File: src/rtl/zx_kbd_pkg.sv
`timescale 1ns/1ps
// Shared types and the PS/2 set-2 scan-code to Spectrum key-matrix map.
package zx_kbd_pkg;

  typedef enum logic [1:0] {IDLE, DATA, PARITY, STOP} rx_state_t;

  typedef struct packed {
    logic [2:0] row;
    logic [2:0] col;
  } key_pos_t;

  // A scan code can touch up to two matrix positions (cursor keys = CS + digit).
  typedef struct packed {
    key_pos_t k0;
    key_pos_t k1;
  } key_pair_t;

  localparam logic [7:0] SC_BREAK = 8'hF0;
  localparam logic [7:0] SC_EXT   = 8'hE0;
  localparam logic [7:0] SC_F1    = 8'h05;
  localparam logic [7:0] SC_F11   = 8'h78;

  // Column 7 never exists in a 5-column matrix, so it marks "no key".
  localparam key_pos_t KEY_NONE = '{row: 3'd0, col: 3'd7};

  function automatic key_pos_t kp(input logic [2:0] r, input logic [2:0] c);
    key_pos_t k;
    k.row = r;
    k.col = c;
    return k;
  endfunction

  function automatic key_pair_t lookup_key(input logic [7:0] code, input logic ext);
    key_pair_t p;
    p.k0 = KEY_NONE;
    p.k1 = KEY_NONE;
    if (ext) begin
      case (code)
        8'h6B: begin p.k0 = kp(3'd0, 3'd0); p.k1 = kp(3'd3, 3'd4); end
        8'h72: begin p.k0 = kp(3'd0, 3'd0); p.k1 = kp(3'd4, 3'd4); end
        8'h75: begin p.k0 = kp(3'd0, 3'd0); p.k1 = kp(3'd4, 3'd3); end
        8'h74: begin p.k0 = kp(3'd0, 3'd0); p.k1 = kp(3'd4, 3'd2); end
        8'h14: p.k0 = kp(3'd7, 3'd1);
        8'h5A: p.k0 = kp(3'd6, 3'd0);
        default: ;
      endcase
    end else begin
      case (code)
        8'h12, 8'h59: p.k0 = kp(3'd0, 3'd0);
        8'h1A: p.k0 = kp(3'd0, 3'd1);  8'h22: p.k0 = kp(3'd0, 3'd2);
        8'h21: p.k0 = kp(3'd0, 3'd3);  8'h2A: p.k0 = kp(3'd0, 3'd4);
        8'h1C: p.k0 = kp(3'd1, 3'd0);  8'h1B: p.k0 = kp(3'd1, 3'd1);
        8'h23: p.k0 = kp(3'd1, 3'd2);  8'h2B: p.k0 = kp(3'd1, 3'd3);
        8'h34: p.k0 = kp(3'd1, 3'd4);
        8'h15: p.k0 = kp(3'd2, 3'd0);  8'h1D: p.k0 = kp(3'd2, 3'd1);
        8'h24: p.k0 = kp(3'd2, 3'd2);  8'h2D: p.k0 = kp(3'd2, 3'd3);
        8'h2C: p.k0 = kp(3'd2, 3'd4);
        8'h16: p.k0 = kp(3'd3, 3'd0);  8'h1E: p.k0 = kp(3'd3, 3'd1);
        8'h26: p.k0 = kp(3'd3, 3'd2);  8'h25: p.k0 = kp(3'd3, 3'd3);
        8'h2E: p.k0 = kp(3'd3, 3'd4);
        8'h45: p.k0 = kp(3'd4, 3'd0);  8'h46: p.k0 = kp(3'd4, 3'd1);
        8'h3E: p.k0 = kp(3'd4, 3'd2);  8'h3D: p.k0 = kp(3'd4, 3'd3);
        8'h36: p.k0 = kp(3'd4, 3'd4);
        8'h4D: p.k0 = kp(3'd5, 3'd0);  8'h44: p.k0 = kp(3'd5, 3'd1);
        8'h43: p.k0 = kp(3'd5, 3'd2);  8'h3C: p.k0 = kp(3'd5, 3'd3);
        8'h35: p.k0 = kp(3'd5, 3'd4);
        8'h5A: p.k0 = kp(3'd6, 3'd0);  8'h4B: p.k0 = kp(3'd6, 3'd1);
        8'h42: p.k0 = kp(3'd6, 3'd2);  8'h3B: p.k0 = kp(3'd6, 3'd3);
        8'h33: p.k0 = kp(3'd6, 3'd4);
        8'h29: p.k0 = kp(3'd7, 3'd0);  8'h14: p.k0 = kp(3'd7, 3'd1);
        8'h3A: p.k0 = kp(3'd7, 3'd2);  8'h31: p.k0 = kp(3'd7, 3'd3);
        8'h32: p.k0 = kp(3'd7, 3'd4);
        default: ;
      endcase
    end
    return p;
  endfunction

endpackage

File: src/rtl/ps2_rx.sv
`timescale 1ns/1ps
// PS/2 device-to-host frame receiver: synchroniser, falling-edge detect,
// start/data/parity/stop FSM with odd-parity check and idle timeout.
// SYNC_STAGES must be at least 2.
module ps2_rx
  import zx_kbd_pkg::*;
#(
  parameter int TIMEOUT     = 14000,
  parameter int SYNC_STAGES = 2
) (
  input  logic       clk,
  input  logic       rst,
  input  logic       ps2_clk,
  input  logic       ps2_dat,
  output logic       byte_valid,
  output logic [7:0] byte_data
);

  localparam logic [15:0] TIMEOUT_CNT = 16'(TIMEOUT);

  logic [SYNC_STAGES-1:0] clk_sync;
  logic [SYNC_STAGES-1:0] dat_sync;
  logic                   clk_prev;
  logic                   clk_s;
  logic                   dat_s;
  logic                   fall;
  logic [15:0]            idle_cnt;
  logic                   timeout;
  rx_state_t              state;
  rx_state_t              state_nxt;
  logic [2:0]             bitcnt;
  logic [7:0]             shreg;
  logic                   par;

  assign clk_s     = clk_sync[SYNC_STAGES-1];
  assign dat_s     = dat_sync[SYNC_STAGES-1];
  assign fall      = clk_prev & ~clk_s;
  assign timeout   = (idle_cnt >= TIMEOUT_CNT);
  assign byte_data = shreg;

  // Synchronise both lines; idle-high reset avoids a false edge after reset.
  always_ff @(posedge clk) begin
    if (rst) begin
      clk_sync <= '1;
      dat_sync <= '1;
      clk_prev <= 1'b1;
    end else begin
      clk_sync <= {clk_sync[SYNC_STAGES-2:0], ps2_clk};
      dat_sync <= {dat_sync[SYNC_STAGES-2:0], ps2_dat};
      clk_prev <= clk_s;
    end
  end

  // Idle counter: cleared by every PS/2 falling edge, saturates otherwise.
  always_ff @(posedge clk) begin
    if (rst || fall) idle_cnt <= '0;
    else if (idle_cnt != 16'hFFFF) idle_cnt <= idle_cnt + 16'd1;
  end

  // Receiver state register.
  always_ff @(posedge clk) begin
    if (rst) state <= IDLE;
    else     state <= state_nxt;
  end

  // Next state: edges advance the frame; a stall in mid-frame drops it.
  always_comb begin
    state_nxt = state;
    if (fall) begin
      case (state)
        IDLE:    if (!dat_s) state_nxt = DATA;
        DATA:    if (bitcnt == 3'd7) state_nxt = PARITY;
        PARITY:  state_nxt = STOP;
        STOP:    state_nxt = IDLE;
        default: state_nxt = IDLE;
      endcase
    end else if (state != IDLE && timeout) begin
      state_nxt = IDLE;
    end
  end

  // Bit counter and the one-cycle byte strobe for a well-formed frame.
  always_ff @(posedge clk) begin
    if (rst) begin
      bitcnt     <= '0;
      byte_valid <= 1'b0;
    end else begin
      if (fall && state == IDLE) bitcnt <= '0;
      else if (fall && state == DATA) bitcnt <= bitcnt + 3'd1;
      byte_valid <= fall && (state == STOP) && dat_s && (^shreg ^ par);
    end
  end

  // Data shifter (LSB first) and parity capture; no reset needed.
  always_ff @(posedge clk) begin
    if (fall && state == DATA)   shreg <= {dat_s, shreg[7:1]};
    if (fall && state == PARITY) par   <= dat_s;
  end

endmodule

File: src/rtl/zx_ps2_keymatrix.sv
`timescale 1ns/1ps
// PS/2 keyboard to ZX Spectrum 8x5 key matrix, read through ULA port FE.
module zx_ps2_keymatrix
  import zx_kbd_pkg::*;
#(
  parameter int TIMEOUT     = 14000,
  parameter int SYNC_STAGES = 2
) (
  input  logic       CLK,
  input  logic       RESET,
  input  logic       PS2_CLK,
  input  logic       PS2_DAT,
  input  logic [7:0] A,
  output logic [4:0] KEYB,
  output logic       F1,
  output logic       F11
);

  logic            byte_valid;
  logic [7:0]      byte_data;
  logic            rel;
  logic            ext;
  logic [7:0][4:0] pressed;
  key_pair_t       keys;

  ps2_rx #(
    .TIMEOUT    (TIMEOUT),
    .SYNC_STAGES(SYNC_STAGES)
  ) u_rx (
    .clk       (CLK),
    .rst       (RESET),
    .ps2_clk   (PS2_CLK),
    .ps2_dat   (PS2_DAT),
    .byte_valid(byte_valid),
    .byte_data (byte_data)
  );

  assign keys = lookup_key(byte_data, ext);

  // Scan-code decoder: prefix flags, then make/break on the mapped keys.
  always_ff @(posedge CLK) begin
    if (RESET) begin
      pressed <= '0;
      rel     <= 1'b0;
      ext     <= 1'b0;
      F1      <= 1'b0;
      F11     <= 1'b0;
    end else if (byte_valid) begin
      if (byte_data == SC_BREAK) begin
        rel <= 1'b1;
      end else if (byte_data == SC_EXT) begin
        ext <= 1'b1;
      end else begin
        if (keys.k0.col != KEY_NONE.col) pressed[keys.k0.row][keys.k0.col] <= ~rel;
        if (keys.k1.col != KEY_NONE.col) pressed[keys.k1.row][keys.k1.col] <= ~rel;
        if (!ext && byte_data == SC_F1)  F1  <= ~rel;
        if (!ext && byte_data == SC_F11) F11 <= ~rel;
        rel <= 1'b0;
        ext <= 1'b0;
      end
    end
  end

  // Port-FE column read: AND the inverted rows whose address bit is low.
  always_comb begin
    KEYB = 5'h1F;
    for (int r = 0; r < 8; r++) begin
      if (!A[r]) KEYB = KEYB & ~pressed[r];
    end
  end

endmodule

File: config.mk
export PLATFORM = sky130hd
export DESIGN_NAME = zx_ps2_keymatrix
export DESIGN_NICKNAME = d
export VERILOG_FILES = /design/src/rtl/zx_kbd_pkg.sv /design/src/rtl/ps2_rx.sv /design/src/rtl/zx_ps2_keymatrix.sv
export SDC_FILE = /design/constraint.sdc
export NUM_CORES = 1
export LEC_CHECK = 0
export BUFFER_PORTS_ARGS = -buffer_cell sky130_fd_sc_hd__buf_2
export CORE_MARGIN = 4
export CORE_UTILIZATION = 35
export DETAILED_ROUTE_END_ITERATION = 10
export GPL_TIMING_DRIVEN = 0
export PLACE_DENSITY_LB_ADDON = 0.12
export SYNTH_ARGS = -nofsm -noshare
export SYNTH_HDL_FRONTEND = slang
export SYNTH_SLANG_ARGS = --single-unit
File: constraint.sdc
create_clock -name CLK -period 3.8 [get_ports CLK]
set_clock_uncertainty 0.05 [all_clocks]
set_input_delay 0.76 -clock CLK [delete_from_list [all_inputs] [get_ports CLK]]
set_output_delay 0.76 -clock CLK [all_outputs]
set_load 0.005 [all_outputs]
==> flow_summary.toml <==
[drt]
post_drt_wl_per_cell_um = 16.47
dr.pass1.iters = 5
drtIter0Drc = 279
routed_via_density = 5.538
vias = 4408
remaining_drc_errors = 0
antenna_left = 0
wl_um = 13110

[sta]
report.final.slew_viol_count = 0
fin_crit_sh_pct = 92.33
layout_min_cycle_time_ps = 3509
whs_ps = 366.6
rsz0062_at_grt = "false"
setup_viol = 0
fin_setup_tns_ps = 0
worst_slack_ps = 291.3
fmax_mhz = 285.0
max_slew.worst_pin.slew_ps = 1132
hold_violations = 0
slew_headroom_pct = 23.91

[worst_setup_path]
worstPathCellList = "inv_1 -> ha_1 -> buf_2 -> buf_6 -> o2111ai_1 -> o21ai_0 -> nor3_1 -> a31oi_1 -> nor4_2 -> a21oi_1 -> a311oi_1"
r2r-start = "u_rx.byte_data[4]"
cp_slowest_stage_delay_ps = 900
cp.depth = 11
critPathArrivalTime_ps = 3700
crit_end = "pressed[1]"
cp-startpoint = "u_rx.byte_data[4]"
crit_buf_inv = 3
slowest_stage = "nor4_2"
critical_path_class = "flip-flop to flip-flop"
rr_worst_depth = 11
cp.required_ps = 4000
cp_top_family = "simple AND/OR/NAND/NOR gates"
ff2ff_setup_slack_ps = 290
endpoint_kind = "flip-flop"
crit_fanout = 10
reg2reg_to = "pressed[1]"
crit_path_start_kind = "flip-flop"

[finish]
n_antenna_cell = 0
nets = 652
final_area_mm2 = 0.005396
fill_cells = 1380
area_delta_synth_final_pct = 13.08
layout-drive-gt1-share_pct = 10.97

[power]
combPwrFrac_pct = 2.5
power.switching_mw = 0.3863
p_per_area_mw_per_mm2 = 338.3
internal_power_mw = 1.439
sw_frac_of_total_pct = 21.16
p_leak_nw = 1.858
seqPwrFrac_pct = 47.2
p_clk_share_pct = 50.3
irDropWorstVdd_uv = 301.9

[synthesis]
synth.cell_area_mm2 = 0.004772
syn_nets = 624
synth_area_leaders = "dfxtp_1 30%, ha_1 6.6%, edfxtp_1 5.7%, a21oi_1 5.5%, a311oi_1 4.8%"
yosysSeqAreaShare_pct = 35.45
synth_cell_type_count = 60
yosysMostFrequentCell = "dfxtp_1"
synth_top_cell_by_area = "dfxtp_1"
synth_top_area_share_pct = 29.79
synth_edf_count = 9
synthCells = 587
syn_avg_cell_area_um2 = 8.130
synth_ff_type = "dfxtp_1"
synth_seq_cells = 80
synth_warnings = 0
synth_common_cells = "71 x dfxtp_1, 60 x inv_1, 52 x a21oi_1"
async_flop_share_pct = 0

[global_routing]
grt_max_degree = 14
grt.total_usage_pct = 17.02
grt_overflow_total = 0
antenna_found_initial = 0
grt_pass1_wl_um = 21550
grt_pass1_vias = 4186

[floorplanning]
core_area_mm2 = 0.01330
dieWidth_um = 124.8
rows = 42
die_h_um = 124.8
initial_core_util_pct = 35.89
die-area_mm2 = 0.01557
num_io_pins = 19

[placed_design]
postPlaceCellArea_mm2 = 0.005077
dp_hpwl_um = 9601
gp_congestion = 0.8419
pre_cts_slack_ps = 334.1
io_buffer_count = 17

[clocking]
cts_hold_buf = 0
htreeDepth = 3
clock_sinks = 80
cts_buffers = 9
cts_root_buf = "clkbuf_16"
cts_tree = "built"
clk_pin_slew_worst_paths_ps = 60
clock_path_buffers = 2
clock_latency_ps = 340
cts_resized = 0
post_cts_buffers = 0

[min_path]
hold_class = "flip-flop to flip-flop"
min_path_cells = 1

[outcome]
status = "complete, no violations"

[job]
drv_cap = 0
metal layers:
metal | global-route usage, % | vias to the layer above | share of wire (%)
met5 | 0 | - | 0
met4 | 5.093 | 0 | 1.1
met3 | 4.117 | 11 | 6.4
met2 | 26.78 | 146 | 46
met1 | 23.10 | 2069 | 46
li1 | - | 2182 | -
kinds of logic after synthesis:
logic type                 after synthesis  share of synthesized area (%)
and+or+nand+nor                        192                          20.24
adders and majority gates               25                          6.555
AOI/OAI and AO/OA                      168                          23.75
xor gates and xnor gates                13                          2.386
DFF                                     80                          35.45
buffers and inverters                   97                          9.098
muxes                                   12                          2.517
stage by stage:
step / util (%) / power (mW) / std cells
after global placement: 38.19 / 0.9255 / 780
after detailed placement: 38.19 / 0.9270 / 780
after global routing: 40.59 / 1.890 / 796
final: 40.59 / 1.826 / 796
after floorplan: - / 0.9019 / 587
after CTS: 40.59 / 1.851 / 796
power groups by stage:
| stage | Combinational (mW) | Sequential (mW) | Clock, mW |
|---|---|---|---|
| after detailed placement | 0.0468 | 0.880 | 0 |
| final | 0.0465 | 0.861 | 0.918 |
| after CTS | 0.0467 | 0.861 | 0.943 |
| after global routing | 0.0505 | 0.862 | 0.978 |
| after floorplan | 0.0230 | 0.879 | 0 |
| after global placement | 0.0456 | 0.880 | 0 |
layout by cell type, fill, tap and decap left out, types with 3 or more instances in the layout:
master,synthesis,routed
dfxtp_1,71,71
inv_1,60,60
a21oi_1,52,52
nand2_1,51,51
nor2_1,50,50
buf_2,11,28
a311oi_1,26,26
ha_1,25,25
o22ai_1,23,23
nand3_1,21,21
clkbuf_1,17,19
o21ai_0,17,17
nand4_1,15,15
mux2i_1,12,12
nor4_1,10,10
nor3_1,10,10
clkbuf_16,0,10
edfxtp_1,9,9
a31oi_1,8,8
buf_6,7,7
xnor2_1,7,7
a22oi_1,6,6
xor2_1,6,6
nor2b_1,5,5
or2_2,5,5
and3_1,5,5
or3_1,4,4
a211oi_1,4,4
and2_1,3,3
o21ai_1,3,3
a32oi_1,3,3
a21boi_0,3,3
cell type report:
class	count	area (µm²)	share of cell area, %
plain buffers	36	205.2	3.802
clock buffers	13	271.5	5.031
clock inverters	3	47.55	0.8811
inverters	61	229.0	4.243
multi-input cells	410	2646	49.04
flip-flops and latches	80	1692	31.35
well taps	176	220.2	4.081
repair buffers	17	85.08	1.577
how the worst min path moves through the flow:
| stage | start | to | slack (ps) |
|---|---|---|---|
| finish | u_rx.dat_sync[0] | u_rx.dat_sync[1] | 370 |
| CTS | u_rx.dat_sync[0] | u_rx.dat_sync[1] | 370 |
| global route | u_rx.dat_sync[0] | u_rx.dat_sync[1] | 370 |
| detailed placement | u_rx.dat_sync[0] | u_rx.dat_sync[1] | 350 |
| global placement | u_rx.dat_sync[0] | u_rx.dat_sync[1] | 350 |
| floorplan | u_rx.clk_sync[0] | u_rx.clk_sync[1] | 340 |
No activity file was read; power rests on OpenSTA's default activity.
